File: config.mk
export PLATFORM = sky130hd
export DESIGN_NAME = pipeline_ctrl
export DESIGN_NICKNAME = d
export VERILOG_FILES = /design/src/rtl/pipe_pkg.sv /design/src/rtl/hazard_detect.sv /design/src/rtl/pipeline_ctrl.sv
export SDC_FILE = /design/constraint.sdc
export NUM_CORES = 1
export LEC_CHECK = 0
export ABC_AREA = 1
export BUFFER_PORTS_ARGS = -buffer_cell sky130_fd_sc_hd__buf_2
export CAP_MARGIN = 10
export CORE_UTILIZATION = 40
export CTS_CLUSTER_SIZE = 12
export DETAILED_ROUTE_END_ITERATION = 10
export MAX_ROUTING_LAYER = met4
export PLACE_DENSITY = 0.71
export SLEW_MARGIN = 0
export SYNTH_ARGS = -nofsm -noshare
export SYNTH_HDL_FRONTEND = slang
export SYNTH_SLANG_ARGS = --single-unit
File: constraint.sdc
create_clock -name clk -period 1.79 [get_ports clk]
set_clock_uncertainty 0.05 [all_clocks]
set_input_delay 0.0895 -clock clk [delete_from_list [all_inputs] [get_ports clk]]
set_output_delay 0.0895 -clock clk [all_outputs]
set_load 0.005 [all_outputs]
File: src/rtl/pipe_pkg.sv
// Shared encodings for the pipeline stall/flush controller.
package pipe_pkg;

   // Pipeline register update commands
   localparam logic [1:0] UPD_HOLD  = 2'b00;
   localparam logic [1:0] UPD_ADV   = 2'b01;
   localparam logic [1:0] UPD_FLUSH = 2'b10;

   // E-stage op class marking a load
   localparam logic [1:0] OP_LOAD   = 2'b01;

   typedef enum logic [1:0] {
      RUN,
      EXEC_WAIT,
      HALT
   } ctrl_state_t;

endpackage

File: src/rtl/hazard_detect.sv
// Load-use detector: D-stage sources against the E-stage load destination.
module hazard_detect
   import pipe_pkg::*;
(
   input  logic [5:0] d_rs_i,
   input  logic [5:0] d_rt_i,
   input  logic       d_use_s_i,
   input  logic       d_use_t_i,
   input  logic [1:0] de_rw_i,
   input  logic [4:0] de_rd_i,
   input  logic [1:0] de_op_type_i,
   output logic       load_use_o
);

   logic [5:0] e_dst;
   logic       s_hit;
   logic       t_hit;

   // Register file select is bit 1 of the write type, as in the forwarding unit
   always_comb begin
      e_dst      = {de_rw_i[1], de_rd_i};
      s_hit      = d_use_s_i && (d_rs_i == e_dst);
      t_hit      = d_use_t_i && (d_rt_i == e_dst);
      load_use_o = (de_op_type_i == OP_LOAD) && (de_rw_i != 2'b00) && (s_hit || t_hit);
   end

endmodule

File: src/rtl/pipeline_ctrl.sv
// Central stall/flush controller for the 4-stage core (F, D, E, W).
module pipeline_ctrl
   import pipe_pkg::*;
#(
   parameter int unsigned WAIT_W = 5
) (
   input  logic              clk,
   input  logic              rstn,
   input  logic [5:0]        d_rs,
   input  logic [5:0]        d_rt,
   input  logic              d_use_s,
   input  logic              d_use_t,
   input  logic [1:0]        de_rw,
   input  logic [4:0]        de_rd,
   input  logic [1:0]        de_op_type,
   input  logic [WAIT_W-1:0] de_wait_time,
   input  logic              de_stop,
   input  logic              e_taken,
   input  logic              mem_busy,
   input  logic              go,
   output logic              pc_en,
   output logic              pc_redirect,
   output logic [1:0]        fd_update,
   output logic [1:0]        de_update,
   output logic [1:0]        ew_update,
   output logic              halted
);

   ctrl_state_t       state_q, state_d;
   logic [WAIT_W-1:0] cnt_q, cnt_d;
   logic              load_use;

   hazard_detect u_hazard (
      .d_rs_i       (d_rs),
      .d_rt_i       (d_rt),
      .d_use_s_i    (d_use_s),
      .d_use_t_i    (d_use_t),
      .de_rw_i      (de_rw),
      .de_rd_i      (de_rd),
      .de_op_type_i (de_op_type),
      .load_use_o   (load_use)
   );

   // Output decode and next-state selection, highest priority first
   always_comb begin
      state_d     = state_q;
      cnt_d       = cnt_q;
      fd_update   = UPD_HOLD;
      de_update   = UPD_HOLD;
      ew_update   = UPD_HOLD;
      pc_en       = 1'b0;
      pc_redirect = 1'b0;
      halted      = 1'b0;
      if (!rstn) begin
         state_d = RUN;
         cnt_d   = '0;
      end else if (state_q == HALT) begin
         halted = 1'b1;
         if (go) begin
            de_update = UPD_FLUSH;
            state_d   = RUN;
         end
      end else if (mem_busy) begin
         // full freeze: state and cnt hold
      end else if (state_q == RUN && de_wait_time != '0) begin
         ew_update = UPD_FLUSH;
         cnt_d     = de_wait_time - WAIT_W'(1);
         state_d   = EXEC_WAIT;
      end else if (state_q == EXEC_WAIT && cnt_q != '0) begin
         ew_update = UPD_FLUSH;
         cnt_d     = cnt_q - WAIT_W'(1);
      end else begin
         // completion cycle; a taken branch squashes D, so it outranks the hazard
         state_d   = RUN;
         ew_update = UPD_ADV;
         if (de_stop) begin
            state_d = HALT;
         end else if (e_taken) begin
            fd_update   = UPD_FLUSH;
            de_update   = UPD_FLUSH;
            pc_en       = 1'b1;
            pc_redirect = 1'b1;
         end else if (load_use) begin
            de_update = UPD_FLUSH;
         end else begin
            fd_update = UPD_ADV;
            de_update = UPD_ADV;
            pc_en     = 1'b1;
         end
      end
   end

   // State and wait counter registers, synchronous active-low reset
   always_ff @(posedge clk) begin
      if (!rstn) begin
         state_q <= RUN;
         cnt_q   <= '0;
      end else begin
         state_q <= state_d;
         cnt_q   <= cnt_d;
      end
   end

endmodule

# After elaboration in Yosys (flattened, before gate mapping)
# Cells that the tools add are included.
# classes
n_reduce_logical	14
addsub	2
eq_ne	8
bitwise_logic	2
n_mux	47
# ops
op	n
$mux W2	27
$mux W1	18
$eq A6 B6 Y1	2
$mux W5	2
$reduce_bool A5 Y1	2
$sub A5 B1 Y5 const B	2
$logic_and A1 B1 Y1	6
$reduce_and A3 Y1	2
$eq A2 B1 Y1 const B	2
$reduce_bool A2 Y1	2
$ne A3 B3 Y1 const B	1
$eq A2 B2 Y1 const B	1
$logic_not A2 Y1	1
$ne A2 B1 Y1 const B	1
$ne A2 B2 Y1 const B	1
$not A1 Y1	2
$logic_or A1 B1 Y1	1
# word_totals
word_cells	75
inputBits	34
reg_bits	7
out_inout_bits	9

# Logic depth before layout (Yosys ltp)
# logic_depth
depth_word	12
mapped_depth	12
mapped_depth_nobuf	12

# Cells and area by module
# From an unflattened synthesis, not the netlist that was laid out.
# hier_totals
cells_unflattened	161
area_unflattened_um2	893.4
# modules_own_cells
module	seq_area_each_um2	instances	area_per_inst_um2	cells_per_inst
pipeline_ctrl	140.1	1	639.4	95
hazard_detect	0.0	1	254.0	66

# Least setup slack after synthesis
# No wires, ideal clock.
# synth_timing
path_kind	register to register
from	register state_q[0]
to	register cnt_q[4]
setup_slack_ps	333
n_path_buf	0
setup_ps	109
stages_incl_launch_ff	12
arrival_ps	1299
period_less_slack_ps	1457
required_time_ps	1631
cell_sequence	dfxtp_1 > nor2_4 > nand2_8 > nand2_2 > nand2_2 > ha_1 > nand3_1 > nor2_2 > nand2_1 > nand3_1 > nand2_1 > inv_1
# synth_between
elab_chain_len	4
elab_cells_between_ends	9
classes_between	eq/ne: 2; mux: 1; bitwise: 1; reduce/logical: 5
# synth_lines
item	line_no	source
start: declaration	pipeline_ctrl.sv:29	ctrl_state_t state_q, state_d;
start signal: assignment	pipeline_ctrl.sv:99	state_q <= state_d;
$eq A2 B1 Y1 or $logic_not A2 Y1 (tied branches)	pipeline_ctrl.sv:69, pipeline_ctrl.sv:65	
$logic_and A1 B1 Y1 (on tied branches)	pipeline_ctrl.sv:69, pipeline_ctrl.sv:65	
$reduce_bool A2 Y1 (no source line)	-	
$reduce_and A3 Y1 (no source line)	-	
end signal: assignment	pipeline_ctrl.sv:100	cnt_q <= cnt_d;
end: declaration	pipeline_ctrl.sv:30	logic [WAIT_W-1:0] cnt_q, cnt_d;
# Several ways; a longest one is shown, not always the timed one.
# A chain may end at the register's enable or synchronous reset.

# Worst setup path after layout
# layout_timing
from	register state_q[1]
to	output port de_update[1]
# layout_between
elab_chain_len	7
elab_cells_between_ends	10
classes_between	eq/ne: 2; mux: 5; reduce/logical: 3
# layout_lines
item	line_no	source
$eq A2 B1 Y1	pipeline_ctrl.sv:69	end else if (state_q == EXEC_WAIT && cnt_q != '0) begin
$logic_and A1 B1 Y1	pipeline_ctrl.sv:69	
$mux W2	pipeline_ctrl.sv:69	
$mux W2	pipeline_ctrl.sv:65	end else if (state_q == RUN && de_wait_time != '0) begin
$mux W2	pipeline_ctrl.sv:63	end else if (mem_busy) begin
$mux W2 (*)	pipeline_ctrl.sv:57	end else if (state_q == HALT) begin
$mux W2 (*)	pipeline_ctrl.sv:54	if (!rstn) begin
end: declaration	pipeline_ctrl.sv:24	output logic [1:0] de_update,
# Mark *: on every way between the ends. The rest lies on a longest branch, timed or not.

==> impl_metrics.env <==
export IMPL_grt_max_degree=9
export IMPL_initial_core_util_pct=43.7
export IMPL_hold_path_end="state_q[1]"
export IMPL_setup_tns_ps=0
export IMPL_drtPass1Iterations=4
export IMPL_dp_hpwl_um=1730
export IMPL_highest_layer="met3"
export IMPL_synth_avg_cell_area_um2=6.43
export IMPL_wl_per_cell_um=9.56
export IMPL_hold_start="de_stop"
export IMPL_grt_pass1_vias=939
export IMPL_max_stage_delay_ps=340
export IMPL_synthAdderAreaFrac_pct=1.43
export IMPL_syn_instance_count=136
export IMPL_final_cell_mix="42 x buf_2, 24 x nand2_1, 23 x inv_1"
export IMPL_period_minus_slack_ps=1620
export IMPL_final_common_cell="buf_2"
export IMPL_detail_route_antenna_nets=0
export IMPL_synth_top_family_by_area="simple AND/OR/NAND/NOR gates"
export IMPL_period_share_pct=90.7
export IMPL_final_setup_viol_count=0
export IMPL_maxCapViolCount=0
export IMPL_cp_common_cell="nand3_1"
export IMPL_reg2reg_to="cnt_q[4]"
export IMPL_path_clk_slew_ps=50
export IMPL_power_ir_vdd_worst_uv=493
export IMPL_worstPathMaxFanout=4
export IMPL_worstPathRequired_ps=1650
export IMPL_leakagePower_nw=0.625
export IMPL_final_max_slew_viol_count=0
export IMPL_area_growth_pct=29.3
export IMPL_cts_buffer_depth=2
export IMPL_path_class="register to output port"
export IMPL_grt_pass1_wl_um=3730
export IMPL_worstRegToRegCells=11
export IMPL_cts_sinks=7
export IMPL_yosysUniqueCellTypes=32
export IMPL_synth_ff_type="dfxtp_1"
export IMPL_crit_path_end_kind="output port"
export IMPL_crit_slowest_cell="dfxtp_1"
export IMPL_synth_cell_area_um2=875
export IMPL_grt_usage_pct=19.9
export IMPL_die_area_um2=2380
export IMPL_clock_fmax_mhz=616
export IMPL_slew_headroom_pct=85.0
export IMPL_yosys_area_share_simple_pct=52.8
export IMPL_worst_pin_slew_ps=225
export IMPL_nets=216
export IMPL_numCtsBuffers=3
export IMPL_min_path_cells=3
export IMPL_cts_tree="done"
export IMPL_cts_root_buffer="clkbuf_4"
export IMPL_rows=16
export IMPL_reg2reg_slack_ps=220
export IMPL_synth_compound_area_share_pct=11.3
export IMPL_port_buffer_count=42
export IMPL_grt_overflow=0
export IMPL_post_cts_setup_buffers=0
export IMPL_final_cell_area_um2=1130
export IMPL_wl_met3_um=96
export IMPL_num_vias=978
export IMPL_grt_antenna_before_repair=0
export IMPL_ys_seq_area_share_pct=16.0
export IMPL_rsz0062_at_grt="no"
export IMPL_synthArstFlopShare_pct=0
export IMPL_final_hold_violation_count=0
export IMPL_worstReg2RegStart="state_q[1]"
export IMPL_drtIter0Drc=11
export IMPL_drt_vias_per_instance=4.72
export IMPL_status="complete, no violations"
export IMPL_die_w_um=48.8
export IMPL_cp_arrival_ps=1480
export IMPL_multi_input_area_um2=617
export IMPL_setup_worst_path_start_class="register"
export IMPL_clk_latency_ps=250
export IMPL_holdCritPathClass="primary input to register"
export IMPL_post_dp_cell_area_um2=1100
export IMPL_die_y_um=48.8
export IMPL_drc=0
export IMPL_htreeDepth=1
export IMPL_io_pins=43
export IMPL_wl_met2_um=1060
export IMPL_synth_nets=171
export IMPL_final_layout_size_suffix_gt1_share_pct=42.2
export IMPL_num_fill_cells=208
export IMPL_routed_wl_um=1980
export IMPL_routabilityCongestion=0.947
export IMPL_crit_chain="inv_1, nor2_2, inv_2, nand3_2, nor3_4, nand3_1, nand3_1, buf_2"
export IMPL_synthXorXnorAreaFrac_pct=5.01
export IMPL_synth_seq_cells=7
export IMPL_synth_edf_count=0
export IMPL_seq_area_um2=141
export IMPL_antennaDiodeCount=0
export IMPL_wl_met1_um=826
export IMPL_yosysWarningCount=0
export IMPL_power_density_nw_per_um2=559
export IMPL_coreArea_um2=2000
export IMPL_muxShareOfSynthArea_pct=0
-- how the worst max path moves through the flow --
stage                         endpoint  slack [ps]  cells after the start        from
after floorplan               cnt_q[4]         330                     11  state_q[0]
after global placement        cnt_q[4]         270                     11  state_q[0]
after detailed placement      cnt_q[4]         220                     11  state_q[0]
after CTS                 de_update[0]         110                      7  state_q[0]
after global routing      fd_update[0]          10                      8  state_q[1]
final                     de_update[1]         170                      8  state_q[1]
-- routing by layer --
metal	up-vias	GRT usage, %
li1	517	-
met1	434	21.5
met2	27	37.0
met3	0	5.03
met4	0	2.94
met5	-	-
-- flip-flops by register name, indices dropped and copies added (netlist names) --
| signal | flops |
|---|---|
| cnt_q | 5 |
| state_q | 2 |
-- cell families (layout without fill, tap and decap cells) --
family	after synthesis	after routing
adder cells (fa/ha/maj)	1	1
AO/OA/AOI/OAI	16	16
AND/OR/NAND/NOR	78	78
buffers and inverters	29	73
XOR/XNOR	5	5
flip-flops	7	7
-- critical path, delay by kind of cell, from the launching register on --
| kind | cells | cell delay, ps |
|---|---|---|
| simple gates | 5 | 590 |
| flops | 1 | 340 |
| buf+inv | 3 | 310 |
-- metrics by stage --
step | total power [mW] | utilization [%] | hold slack, ps | setup WS [ps] | instances
after CTS | 0.642 | 56.4 | 84.1 | 108 | 207
after floorplan | 0.403 | - | 155 | 333 | 136
after global routing | 0.692 | 56.5 | 96.0 | 11.8 | 207
after global placement | 0.485 | 55.1 | 359 | 275 | 203
after detailed placement | 0.493 | 55.1 | 358 | 222 | 203
final | 0.632 | 56.5 | 95.3 | 166 | 207
-- synthesized netlist by cell type, types with 2 or more instances --
cell type	n	share of area [%]
or2_2	2	1.4
nand2_1	24	10
nor2_4	2	2.6
nor3_1	3	1.7
inv_2	3	1.3
nor2_1	8	3.4
nor2_2	4	2.9
nand2_4	3	3.9
nand3_2	2	2.3
o21ai_0	2	1.1
inv_1	23	9.9
nand3b_1	2	1.7
a21oi_1	6	3.4
nand2_2	8	5.7
buf_4	2	1.7
dfxtp_1	7	16
xor2_1	3	3.0
nand3_1	11	6.3
o21ai_1	4	2.3
nand4_1	4	2.9
xnor2_1	2	2.0
-- power by group --
part,internal (mW),total [mW],switching [mW]
logic,0.124,0.298,0.174
clock network,0.0850,0.142,0.0574
registers,0.176,0.192,0.0159
total,0.385,0.632,0.247
-- cell type report --
cell class	count	area share, %
sequential	7	12.5
tap	27	2.99
timing repair buffer	42	18.6
multi-input combinational	100	54.5
clock buffer	4	2.32
inverter	27	9.07
-- timing repair --
item	in CTS	in global routing
gates resized for setup	0	1
hold buffers	0	0
setup endpoints to repair	0	1
No activity file was read; power rests on OpenSTA's default activity.
